[config.mk]
export PLATFORM = sky130hd
export DESIGN_NAME = mvm_stream_host_flat
export DESIGN_NICKNAME = d
export VERILOG_FILES = /design/src/rtl/mvm_stream_host_if.sv /design/src/rtl/mvm_stream_host.sv /design/src/flat_wrapper.sv
export SDC_FILE = /design/constraint.sdc
export NUM_CORES = 1
export LEC_CHECK = 0
export ABC_AREA = 1
export BUFFER_PORTS_ARGS = -buffer_cell sky130_fd_sc_hd__buf_2
export CORE_ASPECT_RATIO = 1.75
export CORE_UTILIZATION = 45
export CTS_CLUSTER_DIAMETER = 50
export DETAILED_ROUTE_END_ITERATION = 12
export PLACE_DENSITY = 0.65
export SLEW_MARGIN = 10
export SYNTH_ARGS = -nofsm -noshare
export SYNTH_HDL_FRONTEND = slang
export SYNTH_SLANG_ARGS = --single-unit
[constraint.sdc]
create_clock -name clk -period 2.5 [get_ports clk]
set_input_delay 0.125 -clock clk [delete_from_list [all_inputs] [get_ports clk]]
set_output_delay 0.125 -clock clk [all_outputs]
set_load 0.1 [all_outputs]
[src/rtl/mvm_stream_host_if.sv]
// mvm_stream_host_if
//   Stream handshake bundle between the host engine and a layer block.
//   m_*  : host -> layer element stream (host is the transmitter)
//   s_*  : layer -> host result stream  (host is the receiver)
// Modports:
//   master : host side (drives m_valid, m_data, s_ready)
//   slave  : layer side (drives m_ready, s_valid, s_data)
interface mvm_stream_host_if #(
    parameter int WIDTH = 16
);
    logic                    m_valid;
    logic                    m_ready;
    logic signed [WIDTH-1:0] m_data;
    logic                    s_valid;
    logic                    s_ready;
    logic signed [WIDTH-1:0] s_data;

    modport master (
        output m_valid, m_data, s_ready,
        input  m_ready, s_valid, s_data
    );

    modport slave (
        input  m_valid, m_data, s_ready,
        output m_ready, s_valid, s_data
    );
endinterface

[src/rtl/mvm_stream_host.sv]
// mvm_stream_host
//   Host-side stream engine for a layer block. Holds NUM_VEC input vectors of
//   N elements, streams each vector element by element into the layer, then
//   collects M results per vector into a result buffer for readback.
// Ports:
//   clk, reset        : rising-edge clock, asynchronous active-high reset
//   wr_en/addr/data   : input-buffer write port (ignored while busy)
//   start, num_vec    : launch a run of num_vec vectors (clamped to NUM_VEC)
//   strm (master)     : element stream out (m_*), result stream in (s_*)
//   rd_addr, rd_data  : result-buffer read, 1-cycle registered
//   busy, done        : run in progress / one-cycle end-of-run pulse
module mvm_stream_host #(
    parameter int N       = 8,
    parameter int M       = 4,
    parameter int WIDTH   = 16,
    parameter int NUM_VEC = 4,
    localparam int IAW    = (NUM_VEC * N > 1) ? $clog2(NUM_VEC * N) : 1,
    localparam int RAW    = (NUM_VEC * M > 1) ? $clog2(NUM_VEC * M) : 1,
    localparam int NVW    = $clog2(NUM_VEC) + 1
) (
    input  logic                    clk,
    input  logic                    reset,
    input  logic                    wr_en,
    input  logic [IAW-1:0]          wr_addr,
    input  logic signed [WIDTH-1:0] wr_data,
    input  logic                    start,
    input  logic [NVW-1:0]          num_vec,
    mvm_stream_host_if.master       strm,
    input  logic [RAW-1:0]          rd_addr,
    output logic signed [WIDTH-1:0] rd_data,
    output logic                    busy,
    output logic                    done
);
    localparam int VW = (NUM_VEC > 1) ? $clog2(NUM_VEC) : 1;
    localparam int EW = (N > 1) ? $clog2(N) : 1;
    localparam int RW = (M > 1) ? $clog2(M) : 1;

    localparam logic [1:0] IDLE = 2'd0;
    localparam logic [1:0] SEND = 2'd1;
    localparam logic [1:0] RECV = 2'd2;
    localparam logic [1:0] DONE = 2'd3;

    logic [1:0]     state;
    logic [VW-1:0]  vec;
    logic [EW-1:0]  elem;
    logic [RW-1:0]  res;
    logic [NVW-1:0] nv;

    logic signed [WIDTH-1:0] inbuf  [NUM_VEC*N];
    logic signed [WIDTH-1:0] resbuf [NUM_VEC*M];

    logic [NVW-1:0] nv_clamped;
    logic [IAW-1:0] in_ptr;
    logic [RAW-1:0] res_ptr;
    logic           m_fire, s_fire;
    logic           elem_last, res_last, vec_last;

    assign nv_clamped = (num_vec > NVW'(NUM_VEC)) ? NVW'(NUM_VEC) : num_vec;
    assign in_ptr     = IAW'(vec) * IAW'(N) + IAW'(elem);
    assign res_ptr    = RAW'(vec) * RAW'(M) + RAW'(res);

    // Outputs decode straight from the state register, so m_valid never
    // looks at m_ready and m_data only moves when the pointer does.
    assign strm.m_valid = (state == SEND);
    assign strm.s_ready = (state == RECV);
    assign strm.m_data  = inbuf[in_ptr];
    assign busy         = (state != IDLE);
    assign done         = (state == DONE);

    assign m_fire    = (state == SEND) && strm.m_ready;
    assign s_fire    = (state == RECV) && strm.s_valid;
    assign elem_last = (elem == EW'(N - 1));
    assign res_last  = (res == RW'(M - 1));
    assign vec_last  = (NVW'(vec) == nv - NVW'(1));

    always_ff @(posedge clk or posedge reset) begin
        if (reset) begin
            state <= IDLE;
            vec   <= '0;
            elem  <= '0;
            res   <= '0;
            nv    <= '0;
        end else begin
            case (state)
                IDLE: if (start) begin
                    nv    <= nv_clamped;
                    vec   <= '0;
                    elem  <= '0;
                    res   <= '0;
                    state <= (nv_clamped == '0) ? DONE : SEND;
                end
                SEND: if (m_fire) begin
                    if (elem_last) begin
                        elem  <= '0;
                        res   <= '0;
                        state <= RECV;
                    end else begin
                        elem <= elem + EW'(1);
                    end
                end
                RECV: if (s_fire) begin
                    if (res_last) begin
                        res <= '0;
                        if (vec_last) begin
                            state <= DONE;
                        end else begin
                            vec   <= vec + VW'(1);
                            elem  <= '0;
                            state <= SEND;
                        end
                    end else begin
                        res <= res + RW'(1);
                    end
                end
                default: state <= IDLE;
            endcase
        end
    end

    // Buffers carry no reset; their contents survive an aborted run.
    always_ff @(posedge clk) begin
        if (wr_en && !busy)
            inbuf[wr_addr] <= wr_data;
        if (s_fire)
            resbuf[res_ptr] <= strm.s_data;
    end

    always_ff @(posedge clk or posedge reset) begin
        if (reset)
            rd_data <= '0;
        else
            rd_data <= resbuf[rd_addr];
    end
endmodule

[src/flat_wrapper.sv]
// flat-port wrapper written by rule: the top's interface ports become plain ports
module mvm_stream_host_flat 
#(
    parameter int N       = 8,
    parameter int M       = 4,
    parameter int WIDTH   = 16,
    parameter int NUM_VEC = 4,
    localparam int IAW    = (NUM_VEC * N > 1) ? $clog2(NUM_VEC * N) : 1,
    localparam int RAW    = (NUM_VEC * M > 1) ? $clog2(NUM_VEC * M) : 1,
    localparam int NVW    = $clog2(NUM_VEC) + 1
)
  (clk, reset, wr_en, wr_addr, wr_data, start, num_vec, rd_addr, rd_data, busy, done, strm_m_valid, strm_m_data, strm_s_ready, strm_m_ready, strm_s_valid, strm_s_data);
  mvm_stream_host_if #(.WIDTH(WIDTH)) strm_i ();
  input  logic clk;
  input  logic reset;
  input  logic wr_en;
  input  logic [IAW-1:0] wr_addr;
  input  logic signed [WIDTH-1:0] wr_data;
  input  logic start;
  input  logic [NVW-1:0] num_vec;
  input  logic [RAW-1:0] rd_addr;
  output logic signed [WIDTH-1:0] rd_data;
  output logic busy;
  output logic done;
  output wire logic [$bits(strm_i.m_valid)-1:0] strm_m_valid;
  output wire logic [$bits(strm_i.m_data)-1:0] strm_m_data;
  output wire logic [$bits(strm_i.s_ready)-1:0] strm_s_ready;
  input wire logic [$bits(strm_i.m_ready)-1:0] strm_m_ready;
  input wire logic [$bits(strm_i.s_valid)-1:0] strm_s_valid;
  input wire logic [$bits(strm_i.s_data)-1:0] strm_s_data;
  assign strm_m_valid = strm_i.m_valid;
  assign strm_m_data = strm_i.m_data;
  assign strm_s_ready = strm_i.s_ready;
  assign strm_i.m_ready = strm_m_ready;
  assign strm_i.s_valid = strm_s_valid;
  assign strm_i.s_data = strm_s_data;
  mvm_stream_host #(.N(N), .M(M), .WIDTH(WIDTH), .NUM_VEC(NUM_VEC)) u_core (.clk(clk), .reset(reset), .wr_en(wr_en), .wr_addr(wr_addr), .wr_data(wr_data), .start(start), .num_vec(num_vec), .strm(strm_i), .rd_addr(rd_addr), .rd_data(rd_data), .busy(busy), .done(done));
endmodule
==> results by group <==
Status
  • Status: complete, but fails checks
  • Failing checks: negative setup slack

Synthesis
  • Top post-synthesis cells by area: edfxtp_1, nand2_1, nand3_1, dfrtp_1, inv_1
  • Post-synthesis average cell area: 11.89 um^2
  • Syn_nets: 2801
  • Biggest area consumer among synthesized cells: edfxtp_1
  • Syn Inst Count: 2740
  • Yosys reg bits: about 800
  • Yosys cell types: 27
  • Cell Area, Synth: 32580 um^2
  • Seq/Total Area, Yosys: about 73%
  • FFs w/ async S/R, synth: between 3 and 4%
  • EDFF count, synth: 768
  • Share of the synthesized area in the top cell type: 70.79%
  • Ys Warns: 0
  • Ys flop type: edfxtp_1

Setup path
  • Cell mode on critical path: nand2_1
  • CP peak stage delay: 0.44 ns
  • Critical Path AT: about 2.7 ns
  • Crit Path Class: flip-flop to output pin
  • Critical-path top delay cell: dfrtp_4
  • Crit-path cells: buf_12 > buf_12 > clkbuf_16 > nand2_1 > nand3_1 > nand3_1 > nand2_2 > nand2_1 > nand2_1 > nand2_1 > nand2_2 > buf_12
  • Worst path buffer plus inverter count: 4
  • CP endpoint kind: output pin
  • FF-to-FF setup slack: 0.16 ns
  • CP Launch Type: flip-flop
  • Worst-path fanout max: 12
  • Top Family by Delay on Critical Path: simple AND/OR/NAND/NOR gates
  • WP data required: around 2.4 ns

Power and ir drop
  • Gate power share: 34.7%
  • Switching power: 14.68 mW
  • Pwr dens: approximately 1000 nW/um^2
  • Seq pwr share: 37.2%
  • Internal power: 25.68 mW
  • Switch share: 36.37%
  • VDD IR max: around 0.0019 V
  • Clock share of power: 28.2%
  • Lkg Pwr: 14.60 nW

GRT
  • GRT overflow: 0
  • Tot GR Track Use: 25.89%
  • Largest net degree at the start of global routing: 76
  • Global-route wire length before repair: 137500 um
  • Vias in the first global route: 22220
  • Antenna violations before repair: 0

STA
  • Clk_skew: just under 0.02 ns
  • Slack of the critical path: -0.3181 ns
  • Final setup vio count: 16
  • Period utilisation layout: 112.7%
  • Slew Viols, Final: 0
  • Final min period: 2.818 ns
  • Final-report hold violation count: 0
  • RSZ-0062 raised after global routing: true
  • Worst Tran Pin Value: just over 1 ns
  • Slew HR: between 30% and 40%
  • Max frequency: roughly 350 MHz
  • Hold Slack: about 0.042 ns

Cells and area
  • Layout cell share with drive strength beyond 1: 17.71%
  • Area Growth Syn to Fin: 19.68%
  • Post-route insts no fill: 3916
  • Final instance area: about 39000 um^2
  • Core Util, Final: 54.36%
  • # nets final: 2996
  • # diodes: 0

Clock tree
  • Clock slew at reported path FFs: ~0.060 ns
  • CTS tree: done
  • Clk sink count: roughly 800
  • Worst-skew pair later-pin latency: between 0.6 and 0.7 ns
  • Clk buf depth: 3
  • H-tree depth: 3
  • Clk root buf: clkbuf_16
  • Cts bufs inserted: 74

Die
  • Initial Utilization: between 40% and 50%
  • Die Wd: 205.4 um
  • Num rows: 130
  • DIE HEIGHT: 358.0 um
  • Die area: ~74000 um^2
  • # IOs: 86
  • Core Area: 71730 um^2

Place
  • Hpwl dp: 59170 um
  • Buffers on Ports: 85
  • DP Cell Count: 3705
  • Placed Area: 34640 um^2
  • Pre-CTS WS: 0.2047 ns
  • Placer Congestion: 0.9793

Drt
  • DRT Pass-1 Iters: 5
  • ANT nets after route: 0
  • # DRC: 0
  • Vias per cell: roughly 5.7
  • Drt total wl: ~95000 um
  • WL per Instance: 24.39 um
  • Via count: 22260
  • DR iter-0 viols: 2092

Min path
  • Hold Path Class: input pin to flip-flop

Run
  • Max Cap Violations: 0
[sequential cells by signal (all words and copies together) (netlist names)]
register,count
u_core.vec,2
u_core.res,2
u_core.state,2
u_core.elem,3
u_core.resbuf,256
u_core.inbuf,512
u_core.nv,3
u_core.rd_data,16
[cell type report]
type / count / area [um^2]
multi-input cells: 1618 / 7916
clock buffers: 96 / 1976
repair buffers: 277 / 3029
fillers: 5941 / 32740
repair inverters: 2 / 50.05
flip-flops and latches: 796 / 23770
well taps: 924 / 1156
inverters: 166 / 651.9
clock inverters: 37 / 440.4
[through the flow]
step | total power [mW] | setup TNS (ns)
after floorplan | 22.68 | -101.70
after global placement | 26.84 | 0
after detailed placement | 26.85 | 0
after CTS | 39.86 | -3.823
after global routing | 41.69 | -4.811
final | 40.36 | -3.669
[metal layers]
layer	vias to the layer above	GRT usage [%]	part of all wire (%)	wire, um
met3	303	3.344	6.2	5937
met5	-	0	0	0
met1	10930	27.60	33	31900
met2	1073	46.90	53	50540
met4	0	18.30	7.5	7117
li1	9953	-	-	-
[kinds of logic (layout without fill, tap and decap cells)]
family,after synthesis,in the layout,share of synthesized area [%]
AO/OA/AOI/OAI,200,200,3.564
adder cells (fa/ha/maj),11,11,0.4224
flip-flops,796,796,72.94
buffers and inverters,326,578,4.793
XOR/XNOR,1,1,0.02689
AND/OR/NAND/NOR,1406,1406,18.26
[synth_stat cells (11+ instances only)]
master and n:
dfrtp_1 28, edfxtp_1 768, buf_6 17, buf_4 30
a21oi_1 66, nand2_1 838, o21ai_0 69, clkbuf_1 30
buf_2 67, nand3_1 493, o211ai_1 64, ha_1 11
nor2_1 63, inv_1 160, buf_1 15
[what timing repair did]
item / CTS / global route
buffers inserted: 15 / 2
hold buffers: 37 / 0
hold endpoints to repair: 361 / 0
pin swaps: 39 / 33
endpoints found under the setup margin: 16 / 16
resized for setup: 149 / 48
cloned: 16 / 9
[placed cells by master (no fill, tap or decap), drive strengths merged, types with 37 or more instances in the layout]
cell	n
nor2	65
o21ai	70
inv	174
o211ai	64
a21oi	66
nand3	493
clkbuf	102
buf	231
edfxtp	768
nand2	839
dlygate4sd3	37
[worst paths after layout]
kind                                 startpoint                 end  depth (start not counted)
min in group asynchronous                 reset   u_core.rd_data[0]                          3
worst min-delay path                      start       u_core.res[0]                          7
worst max-delay path             u_core.elem[0]     strm_m_data[12]                         12
worst min register to register  u_core.state[0]     u_core.state[0]                          1
max in group asynchronous                 reset  u_core.rd_data[12]                          4
worst max register to register  u_core.state[0]        u_core.nv[0]                          7
[power by group through the flow]
stage               Combinational [mW]  Sequential (mW)  Clock, mW
global placement                  11.6             15.3          0
finish                            14.0             15.0       11.4
floorplan                         7.22             15.5          0
CTS                               13.3             15.0       11.5
detailed placement                11.6             15.3          0
global route                      14.7             15.0       12.0
[worst reg2reg max path, cell delays in order (launching register included)]
cell           delay (ns)
dfrtp_1              0.45
nor2_1               0.19
nand2_1              0.16
nor2_1               0.19
nand2_1              0.06
dlygate4sd3_1        0.56
o21ai_0              0.09
dlygate4sd3_1        0.57
Note: power is estimated with default switching activity, not from simulation.
